## src/rtl/serial_demux_pkg.sv

```systemverilog
// Shared definitions for the serial 1:8 deserializer.
//   FRAME_W  : bits per assembled frame
//   IDX_W    : width of the bit-index counter
//   state_t  : deserializer FSM states
//   map_idx  : arrival order -> byte position
package serial_demux_pkg;

  localparam int FRAME_W = 8;
  localparam int IDX_W   = 3;

  typedef enum logic {
    IDLE    = 1'b0,
    COLLECT = 1'b1
  } state_t;

  // Byte position for the i-th bit of a frame. With a 3-bit index, ~i is 7-i.
  function automatic logic [IDX_W-1:0] map_idx(input logic [IDX_W-1:0] i,
                                               input logic lsb_first);
    return lsb_first ? i : ~i;
  endfunction

endpackage

```

## src/rtl/bit_demux1x8.sv

```systemverilog
// Combinational 1:8 bit demultiplexer, the receive-side counterpart of the
// 8:1 bit select.
//   idx  : target byte position
//   d    : data bit
//   we   : one-hot write enable for position idx
//   data : d replicated to every position
module bit_demux1x8
  import serial_demux_pkg::*;
(
  input  logic [IDX_W-1:0]   idx,
  input  logic               d,
  output logic [FRAME_W-1:0] we,
  output logic [FRAME_W-1:0] data
);

  always_comb begin
    we      = '0;
    we[idx] = 1'b1;
  end

  assign data = {FRAME_W{d}};

endmodule

```

## src/rtl/serial_demux8.sv

```systemverilog
// Serial-to-parallel 1:8 deserializer with a valid/ready byte output.
//   clk, rst_n  : clock, synchronous active-low reset
//   din         : serial bit, qualified by din_valid
//   frame_start : with din_valid, din is bit 0 of a new frame
//   dout        : assembled byte, dout_valid marks it unconsumed
//   dout_ready  : consumer accepts dout
//   bit_idx     : bits received in the current frame (0 when idle)
//   busy        : FSM is in COLLECT
//   overrun     : pulse, a completed byte was dropped (dout still occupied)
//   sync_err    : pulse, a partial frame was discarded by frame_start
//
// Handshake: a byte transfers on every cycle where dout_valid && dout_ready
// are both high at the rising edge; dout is held stable while dout_valid is
// high, and a completion on the same edge as a transfer reloads dout.
module serial_demux8
  import serial_demux_pkg::*;
#(
  parameter bit LSB_FIRST = 1'b1
) (
  input  logic               clk,
  input  logic               rst_n,
  input  logic               din,
  input  logic               din_valid,
  input  logic               frame_start,
  output logic [FRAME_W-1:0] dout,
  output logic               dout_valid,
  input  logic               dout_ready,
  output logic [IDX_W-1:0]   bit_idx,
  output logic               busy,
  output logic               overrun,
  output logic               sync_err
);

  state_t               state, state_nxt;
  logic [IDX_W-1:0]     bit_idx_nxt;
  logic [IDX_W-1:0]     wr_idx;
  logic [FRAME_W-1:0]   staging, staging_nxt;
  logic [FRAME_W-1:0]   wr_en, wr_data;
  logic                 start, take, complete, load;

  assign start    = din_valid && frame_start;
  assign take     = din_valid && !frame_start && (state == COLLECT);
  assign complete = take && (bit_idx == IDX_W'(FRAME_W - 1));
  // A completion may land only if the output slot is free or emptying now.
  assign load     = complete && (!dout_valid || dout_ready);

  // A frame_start always writes position map(0), regardless of bit_idx.
  assign wr_idx   = start ? map_idx('0, LSB_FIRST) : map_idx(bit_idx, LSB_FIRST);

  bit_demux1x8 u_demux (
    .idx  (wr_idx),
    .d    (din),
    .we   (wr_en),
    .data (wr_data)
  );

  always_comb begin
    state_nxt   = state;
    bit_idx_nxt = bit_idx;
    staging_nxt = staging;
    case (state)
      IDLE: begin
        if (start) begin
          staging_nxt = wr_data & wr_en;
          bit_idx_nxt = IDX_W'(1);
          state_nxt   = COLLECT;
        end
      end
      COLLECT: begin
        if (start) begin
          // Restart: the partial frame is discarded.
          staging_nxt = wr_data & wr_en;
          bit_idx_nxt = IDX_W'(1);
        end else if (take) begin
          staging_nxt = (staging & ~wr_en) | (wr_data & wr_en);
          bit_idx_nxt = bit_idx + IDX_W'(1);
          if (complete) state_nxt = IDLE;
        end
      end
      default: state_nxt = IDLE;
    endcase
  end

  always_ff @(posedge clk) begin
    if (!rst_n) begin
      state      <= IDLE;
      bit_idx    <= '0;
      staging    <= '0;
      dout       <= '0;
      dout_valid <= 1'b0;
      overrun    <= 1'b0;
      sync_err   <= 1'b0;
    end else begin
      state    <= state_nxt;
      bit_idx  <= bit_idx_nxt;
      staging  <= staging_nxt;
      overrun  <= complete && !load;
      sync_err <= start && (state == COLLECT);
      if (load) begin
        dout       <= staging_nxt;
        dout_valid <= 1'b1;
      end else if (dout_valid && dout_ready) begin
        dout_valid <= 1'b0;
      end
    end
  end

  assign busy = (state == COLLECT);

endmodule

```

## config.mk

```make
export PLATFORM = sky130hd
export DESIGN_NAME = serial_demux8
export DESIGN_NICKNAME = d
export VERILOG_FILES = /design/src/rtl/serial_demux_pkg.sv /design/src/rtl/bit_demux1x8.sv /design/src/rtl/serial_demux8.sv
export SDC_FILE = /design/constraint.sdc
export NUM_CORES = 1
export LEC_CHECK = 0
export BUFFER_PORTS_ARGS = -buffer_cell sky130_fd_sc_hd__buf_2
export CORE_ASPECT_RATIO = 0.9
export CORE_UTILIZATION = 40
export CTS_CLUSTER_SIZE = 25
export DETAILED_ROUTE_END_ITERATION = 8
export GPL_ROUTABILITY_DRIVEN = 0
export PLACE_DENSITY = 0.67
export SLEW_MARGIN = 20
export SYNTH_ARGS = -nofsm -noshare
export SYNTH_HDL_FRONTEND = slang
export SYNTH_SLANG_ARGS = --single-unit
```

## constraint.sdc

```tcl
create_clock -name clk -period 1.7 [get_ports clk]
set_input_delay 0.17 -clock clk [delete_from_list [all_inputs] [get_ports clk]]
set_output_delay 0.17 -clock clk [all_outputs]
set_load 0.01 [all_outputs]
```

==> metrics.txt <==
n_diodes=0; Synth top area share=between 40 and 50%; max-cap violations=0; Worst R2R End=dout[1]$_SDFFE_PN0P_; DP Cell Count=between 100 and 150; CTS resizes=0; total wire length=between 1.5 and 2 mm; highest metal used=met4; Req. time, crit path=approximately 1.9 ns; worst slew pin tran=0.373 ns; WL met2=roughly 790 um; syn_nets=approximately 100; most frequent cell after synthesis=dfxtp_1; hold endpoint=bit_idx[0]$_SDFFE_PN0P_; RSZ-0062 raised after global routing=no; EDFF count, synth=0; fin cells=about 140; fmax=about 650 MHz; Netlist cell types=30; Slew Viols, Final=0; status=complete, no violations; Crit. End Element=flop; Synth area leaders=dfxtp_1 (49%), nor2b_1 (6.0%), o31ai_1 (4.8%), a22o_1 (4.6%), mux2i_1 (3.2%); Post-CTS Hold Fix Bufs=0; Placed Area=1080 um^2; clock root buffer master=clkbuf_4; CTS tree=done; DIE AREA=2560 um^2; hold path cells=3; clock tree buffer depth=2; DRT antenna net count=0; Overflow after GRT=0; R2R Path Start=busy$_SDFF_PN0_; cell at the slowest stage of the critical path=dfxtp_1; Clk Latency, worst-skew pair=roughly 0.31 ns; R2R Setup Slk=approximately 0.16 ns; Finish-stage setup viols=0; reg2reg path depth=4; first-pass detailed-route iteration total=4; area of the multi-input gates=472 um^2; H-tree depth=1; sequential area share after synthesis=48.8%; Slowest Stage Delay on Critical Path=between 0.5 and 0.6 ns; CP cell instances=nand4b_4 -> o311a_1 -> a211o_1 -> a22o_1; post-route cell area=roughly 1100 um^2; fraction of registers with async set/reset=0%; register area=between 400 and 500 um^2; minimum clock period=approximately 1.5 ns; area leader, netlist=dfxtp_1; share of post-route cells with drive strength above 1=between 20% and 30%; HP Class=in2reg; Die W=~53 um; Final Hold Fails=0; Total GRT Usage=~17%; Crit path max-delay family=compound AO/OA/AOI/OAI gates; Synth top cells by count=dfxtp_1 (23), nor2b_1 (9), nor2_1 (8); Yosys Warn Count=0; Vias=around 760; Mapped Avg Cell Area=a little over 10 um^2; top_reg_cell synth=dfxtp_1; CP Buf/Inv Count=0; Die Y=48.1 um; postcts setup bufs=0; Max transition margin=approximately three quarters; Starting Density=42.8%; worst clock skew=between 0.01 and 0.015 ns; post-detail-place hpwl=between 1 and 1.5 mm; routed metal-1 wirelength=~950 um; IO Port Bufs=20; routed wl met3=about 110 um; Overall Power=just under 900 uW; CP arrival=between 1.5 and 2 ns; Tcrit/Tclk final=between 90% and 100%; kind of critical path=reg2reg; min-delay src=rst_n; fillcell total=between 200 and 250; Cells after Synth=93; core box area=2200 um^2; DR WL/cell=13.0 um; synthesized area=about 940 um^2; Min Hold Slack=0.153 ns; Max FO, Critical Path=9; setup TNS=0 ns; number of global-route vias before repair=between 600 and 700; Top Ports=21; # rows=16; flops & latches, synth=23; Static Leak=between 0.0004 and 0.0005 uW; vias per cell=5.27; maximum number of pins on one net before global-route repair=15; Setup crit start kind=flop; antenna violations before repair=0; clk slew on worst S/H paths=0.13 ns; Peak supply drop=just under 0.0007 V; DRC Markers=0; DRT iter0 DRCs=17; first-pass GRT wire length=about 3 mm; Layout area overhead=17.9%; PD cells=779 nW/um^2; TritonCTS buffer count=3; Nets=around 130; Sink Count=23
[layer usage]
| metal | vias up | global-route usage [%] |
|---|---|---|
| met3 | 2 | 6.67 |
| met4 | 0 | 6.32 |
| met2 | 21 | 23.8 |
| li1 | 394 | - |
| met1 | 342 | 23.4 |
| met5 | - | 0 |
[cells by family (layout without fill, tap and decap cells)]
| logic type | after synthesis | count (layout) | synth area share, % |
|---|---|---|---|
| multiplexers | 3 | 3 | 3.18 |
| flip-flops | 23 | 23 | 48.8 |
| adder cells (fa/ha/maj) | 2 | 2 | 2.65 |
| AO/OA/AOI/OAI | 27 | 27 | 21.5 |
| AND/OR/NAND/NOR | 35 | 35 | 22.7 |
| buffers and inverters | 3 | 27 | 1.19 |
[worst min-delay path, cell delays in order]
cell,delay [ns]
buf_2,0.16
nand2_1,0.07
a21oi_1,0.04
[state kept, by name, summed over array words and instances (netlist names)]
register	cells
dout	8
staging	8
bit_idx	3
busy	1
dout_valid	1
overrun	1
sync_err	1
[placed cells by master, fill, tap and decap left out, drive strengths merged, types with 2 or more instances in the layout]
| master | netlist | final |
|---|---|---|
| nand2b | 3 | 3 |
| o21ai | 4 | 4 |
| o2bb2ai | 3 | 3 |
| nor2 | 8 | 8 |
| ha | 2 | 2 |
| a22oi | 2 | 2 |
| nand2 | 6 | 6 |
| a22o | 5 | 5 |
| buf | 0 | 21 |
| a21oi | 2 | 2 |
| nor2b | 9 | 9 |
| clkbuf | 1 | 3 |
| mux2i | 3 | 3 |
| inv | 2 | 2 |
| o31ai | 6 | 6 |
| dfxtp | 23 | 23 |
| and3b | 2 | 2 |
[area by class of cell]
| type | instances | area share (%) |
|---|---|---|
| Tap cell | 27 | 3.04 |
| Inverter | 2 | 0.675 |
| Clock inverter | 1 | 0.675 |
| Timing Repair Buffer | 21 | 9.67 |
| Multi-Input combinational cell | 67 | 42.4 |
| Sequential cell | 23 | 41.5 |
| Clock buffer | 3 | 2.02 |
[where the power goes]
part           switching [uW]  internal (uW)  total (uW)
Combinational            36.9           22.5        59.4
Clock                     164           89.8         254
Sequential               8.74            545         554
Total                     210            657         867
[how the worst max path moves through the flow]
stage	end	cells after the start	from
final	dout[1]$_SDFFE_PN0P_	4	busy$_SDFF_PN0_
after global routing	dout[4]$_SDFFE_PN0P_	4	busy$_SDFF_PN0_
after CTS	dout[4]$_SDFFE_PN0P_	5	bit_idx[0]$_SDFFE_PN0P_
after detailed placement	dout[4]$_SDFFE_PN0P_	5	bit_idx[0]$_SDFFE_PN0P_
after global placement	dout[2]$_SDFFE_PN0P_	5	bit_idx[0]$_SDFFE_PN0P_
after floorplan	dout[1]$_SDFFE_PN0P_	5	bit_idx[0]$_SDFFE_PN0P_
[through the flow]
stage          setup WS [ns]  util, %
2_1_floorplan          0.211        -
3_3_place_gp           0.184     49.1
3_5_place_dp           0.117     49.1
4_1_cts               0.0837     50.5
5_1_grt               0.0157     50.5
6_report               0.157     50.5
(Power assumes the default switching activity.)
